File: config.mk
export PLATFORM = sky130hd
export DESIGN_NAME = led_panel_cmd_tx
export DESIGN_NICKNAME = d
export VERILOG_FILES = /design/src/rtl/led_panel_cmd_tx.sv
export SDC_FILE = /design/constraint.sdc
export NUM_CORES = 1
export LEC_CHECK = 0
export CELL_PAD_IN_SITES_DETAIL_PLACEMENT = 0
export CELL_PAD_IN_SITES_GLOBAL_PLACEMENT = 1
export CORE_MARGIN = 5
export CORE_UTILIZATION = 35
export CTS_CLUSTER_DIAMETER = 150
export DETAILED_ROUTE_END_ITERATION = 16
export PLACE_DENSITY_LB_ADDON = 0.3
export SLEW_MARGIN = 5
export SYNTH_ARGS = -nofsm -noshare
export SYNTH_HDL_FRONTEND = slang
export SYNTH_SLANG_ARGS = --single-unit
File: constraint.sdc
create_clock -name clk -period 3.7 [get_ports clk]
set_input_delay 0.74 -clock clk [delete_from_list [all_inputs] [get_ports clk]]
set_output_delay 0.74 -clock clk [all_outputs]
set_load 0.01 [all_outputs]
File: src/rtl/led_panel_cmd_tx.sv
// LED panel command transmitter: encodes drawing requests into the panel byte
// protocol and serialises each byte as 8N1 UART on uart_tx.
module led_panel_cmd_tx #(
    parameter int unsigned CLKS_PER_BIT = 20
) (
    input  logic       clk,
    input  logic       reset,
    input  logic       cmd_valid,
    output logic       cmd_ready,
    input  logic [2:0] cmd_op,
    input  logic [2:0] cmd_rgb,
    input  logic [3:0] cmd_col,
    input  logic [3:0] cmd_row,
    output logic       uart_tx,
    output logic       busy,
    output logic       err
);

    typedef enum logic [1:0] {
        S_IDLE,
        S_START,
        S_DATA,
        S_STOP
    } state_t;

    typedef enum logic [2:0] {
        OP_SET_RGB      = 3'd0,
        OP_SET_PIXEL    = 3'd1,
        OP_CLR_PIXEL    = 3'd2,
        OP_CLEAR_SCREEN = 3'd3,
        OP_RESYNC       = 3'd4
    } op_t;

    localparam logic [15:0] LAST_CNT = 16'(CLKS_PER_BIT - 1);

    state_t      state_q, state_n;
    logic [15:0] bit_cnt_q, bit_cnt_n;
    logic [2:0]  bit_idx_q, bit_idx_n;
    logic        byte_idx_q, byte_idx_n;
    logic [7:0]  byte0_q, byte0_n;
    logic [7:0]  byte1_q, byte1_n;
    logic        two_q, two_n;
    logic        err_q, err_n;

    logic [7:0]  enc_b0, enc_b1, pixel, cur_byte;
    logic        enc_two, enc_reject, accept, period_done;

    assign pixel       = {cmd_col, cmd_row};
    assign accept      = cmd_valid && cmd_ready;
    assign period_done = (bit_cnt_q == LAST_CNT);
    assign cur_byte    = byte_idx_q ? byte1_q : byte0_q;

    // Pixel byte 0xFF collides with RESYNC at the receiver, so col=15,row=15 is unreachable.
    always_comb begin
        enc_b0     = '0;
        enc_b1     = '0;
        enc_two    = 1'b0;
        enc_reject = 1'b0;
        case (cmd_op)
            OP_SET_RGB:      enc_b0 = {5'b00000, cmd_rgb};
            OP_SET_PIXEL: begin
                enc_b0     = 8'h10;
                enc_b1     = pixel;
                enc_two    = 1'b1;
                enc_reject = (pixel == 8'hFF);
            end
            OP_CLR_PIXEL: begin
                enc_b0     = 8'h20;
                enc_b1     = pixel;
                enc_two    = 1'b1;
                enc_reject = (pixel == 8'hFF);
            end
            OP_CLEAR_SCREEN: enc_b0 = 8'h30;
            OP_RESYNC:       enc_b0 = 8'hFF;
            default:         enc_reject = 1'b1;
        endcase
    end

    always_comb begin
        state_n    = state_q;
        bit_cnt_n  = bit_cnt_q;
        bit_idx_n  = bit_idx_q;
        byte_idx_n = byte_idx_q;
        byte0_n    = byte0_q;
        byte1_n    = byte1_q;
        two_n      = two_q;
        err_n      = 1'b0;

        if (state_q == S_IDLE) begin
            bit_cnt_n  = '0;
            bit_idx_n  = '0;
            byte_idx_n = 1'b0;
            if (accept) begin
                err_n = enc_reject;
                if (!enc_reject) begin
                    state_n = S_START;
                    byte0_n = enc_b0;
                    byte1_n = enc_b1;
                    two_n   = enc_two;
                end
            end
        end else begin
            bit_cnt_n = period_done ? '0 : bit_cnt_q + 16'd1;
            if (period_done) begin
                case (state_q)
                    S_START: state_n = S_DATA;
                    S_DATA: begin
                        bit_idx_n = bit_idx_q + 3'd1;
                        if (bit_idx_q == 3'd7) state_n = S_STOP;
                    end
                    S_STOP: begin
                        // Second byte starts straight after the first stop bit.
                        if (two_q && !byte_idx_q) begin
                            state_n    = S_START;
                            byte_idx_n = 1'b1;
                        end else begin
                            state_n    = S_IDLE;
                            byte_idx_n = 1'b0;
                        end
                    end
                    default: state_n = S_IDLE;
                endcase
            end
        end
    end

    always_ff @(posedge clk) begin
        if (reset) begin
            state_q    <= S_IDLE;
            bit_cnt_q  <= '0;
            bit_idx_q  <= '0;
            byte_idx_q <= 1'b0;
            byte0_q    <= '0;
            byte1_q    <= '0;
            two_q      <= 1'b0;
            err_q      <= 1'b0;
        end else begin
            state_q    <= state_n;
            bit_cnt_q  <= bit_cnt_n;
            bit_idx_q  <= bit_idx_n;
            byte_idx_q <= byte_idx_n;
            byte0_q    <= byte0_n;
            byte1_q    <= byte1_n;
            two_q      <= two_n;
            err_q      <= err_n;
        end
    end

    always_comb begin
        uart_tx = 1'b1;
        case (state_q)
            S_START: uart_tx = 1'b0;
            S_DATA:  uart_tx = cur_byte[bit_idx_q];
            default: uart_tx = 1'b1;
        endcase
    end

    assign cmd_ready = (state_q == S_IDLE) && !reset;
    assign busy      = (state_q != S_IDLE);
    assign err       = err_q;

endmodule

==> reports/qor.csv <==
metric;value;unit
Max Freq;324;MHz
first-pass GRT wire length;6.90;mm
Area growth, synth to finish;17.5;%
maxcap violations;0;
vias per cell;5.09;
synth warn;0;
Synth Register Bits;38;
post-synth top area cell;dfxtp_1;
# resized after CTS;0;
postcts setup bufs;0;
Boundary Pins;21;
Cell Area, Synth;1940;µm²
register area share after synthesis;39.2;%
first drt pass iteration count;4;
Die Y;84.5;µm
Max transition margin;51.2;%
sequential fraction of design power;53.0;%
H-tree depth;2;
antenna-violating nets left;0;
vias in the first global route;1448;
core area;5440;µm²
final period utilization;83.5;%
setup ws final;0.610;ns
hpwl dp;2.96;mm
layout cell share with drive strength beyond 1;9.87;%
Fin. Hold Viols;0;
Cell Rows;27;
initial DRC count;88;
Area contributors post-synth;dfxtp_1, xor2_1, ha_1, o21ai_0, a21oi_1;
clock root buffer;clkbuf_8;
Primary FF master, synth;dfxtp_1;
Comb power frac;9.5;%
status;complete, no violations;
Final min period;3.09;ns
Clk Latency, worst-skew pair;0.29;ns
Worst Skew;0.00637;ns
Critical Path RT;2.96;ns
WL per Instance;13.6;µm
hold_ws;0.443;ns
Pwr per Cell Area;350;nW/µm²
CTS Buf Count;5;
Yosys cell types;42;
Sw Share;23.9;%
area post-placement;2190;µm²
Clock Power Share;37.4;%
CTS tree;built;
via count;1551;
Final Non-Filler Cells;305;
die area;7130;µm²
CP arrival;2.35;ns
Finished Cell Area;2280;µm²
CP startpoint kind;flop;
GR Overflow Total;0;
hold-fix buffers at CTS;0;
Die Span X;84.5;µm
CTS max path bufs;2;
switching power;190;µW
Post-synth EDFFs;0;
worst min path class;flop to flop;
wirelength, routed;4.14;mm
CP Max Fanout;7;
Syn Nets;239;
initial antenna violation count;0;
Total Power;798;µW
Slew @ Worst Pin;0.728;ns
max-slew violations;0;
Syn Area/Cell;9.03;µm²
clk sinks;38;
Leak Pwr;0.790;nW
fill count;557;
Post-Place Cells;297;
setup TNS;0;ns
RSZ-0062 raised after global routing;no;
Initial Utilization;35.7;%
Int Pwr;608;µW
Crit Path Class;flop to output port;
gate count of the mapped netlist;215;
Crit. End Element;output port;
Port Buffers;20;
Yosys top cell area share;39.2;%
GP Congestion;0.750;
Final Util;41.9;%
Async SR Flop Fraction;0;%
maximum vdd drop;0.200;mV
Post-layout nets;256;
pin count of the biggest net entering global routing;21;
Ant. Diodes;0;
clock slew seen by the registers of the worst setup and hold paths;0.08;ns
Remaining DRCs;0;
Setup-failing EPs final;0;
Tot GR Track Use;12.0;%
worst slack at placement;0.877;ns
-- final cells by class --
type,instances,area (µm²),area share (%)
inverters,15,56.3,2.47
flip-flops and latches,38,761,33.4
repair buffers,21,208,9.11
clock inverters,1,5.00,0.220
clock buffers,7,86.3,3.79
well taps,72,90.1,3.95
multi-input cells,151,1070,47.1
-- state kept, by name, summed over array words and instances, names as in the netlist --
name        count
bit_cnt_q      16
bit_idx_q       3
byte0_q         6
byte1_q         8
byte_idx_q      1
err             1
state_q         2
two_q           1
-- cell families after synthesis --
kind of cell,Yosys count,share of synthesized area [%]
and+or+nand+nor,78,24.4
AOI/OAI and AO/OA,45,14.5
DFF,38,39.2
buffers and inverters,26,5.48
xor gates and xnor gates,14,6.32
muxes,7,5.54
adders and majority gates,7,4.51
-- path summary, 6_finish.rpt --
kind / from / end / slack, ns / cells past startpoint
max: bit_idx_q[0]$_SDFFE_PP0P_ / uart_tx / 0.61 / 5
min: bit_cnt_q[0]$_SDFF_PP0_ / bit_cnt_q[0]$_SDFF_PP0_ / 0.44 / 1
max reg2reg: state_q[0]$_SDFFE_PP0P_ / byte0_q[0]$_SDFFE_PP0P_ / 1.56 / 6
min reg2reg: bit_cnt_q[0]$_SDFF_PP0_ / bit_cnt_q[0]$_SDFF_PP0_ / 0.44 / 1
-- power by group through the flow --
| stage | combinational (mW) | clock [mW] | sequential, mW |
|---|---|---|---|
| after global routing | 0.0837 | 0.328 | 0.424 |
| after global placement | 0.0763 | 0 | 0.433 |
| after detailed placement | 0.0761 | 0 | 0.433 |
| after floorplan | 0.0403 | 0 | 0.431 |
| final | 0.0759 | 0.299 | 0.423 |
| after CTS | 0.0767 | 0.310 | 0.423 |
-- per-layer routing --
layer	vias up	wire length (µm)	track usage (%)
met2	32	1680	16.8
met1	704	2160	16.8
met5	-	0	0
li1	804	-	-
met3	11	182	3.34
met4	0	119	5.61
-- Yosys cell counts (all sizes together) (2+ instances only) --
cell type,instances
xor2,12
o21ai,15
ha,7
and2,2
buf,6
xnor2,2
nand2,18
a31oi,2
and4,5
inv,15
nand4,8
or2,3
nor3,4
and3,3
nor2,18
a21oi,14
mux4,3
mux2i,4
nand3,9
a211oi,2
clkbuf,5
a221oi,5
dfxtp,38
nor4b,2
-- cell usage in the layout (no fill, tap or decap), types with 2 or more instances in the layout --
cell type	count
inv_1	15
dfxtp_1	38
mux2i_1	4
and4_2	2
clkdlybuf4s50_1	20
xor2_1	12
nor3_1	4
a221oi_1	5
or2_2	3
a31oi_1	2
nand2_1	18
a21oi_1	14
o21ai_0	15
nor2_1	18
xnor2_1	2
clkbuf_8	6
a211oi_1	2
nand4_1	7
and4_1	3
ha_1	7
nor4b_4	2
nand3_1	9
and3_1	2
mux4_2	3
-- worst max-delay path, stage by stage (launching register included) --
cell,delay [ns]
dfxtp_1,0.52
mux4_2,0.53
nor2b_1,0.14
o41ai_1,0.31
a31oi_1,0.07
clkdlybuf4s50_1,0.48
Power figures use the tool's default switching activity.
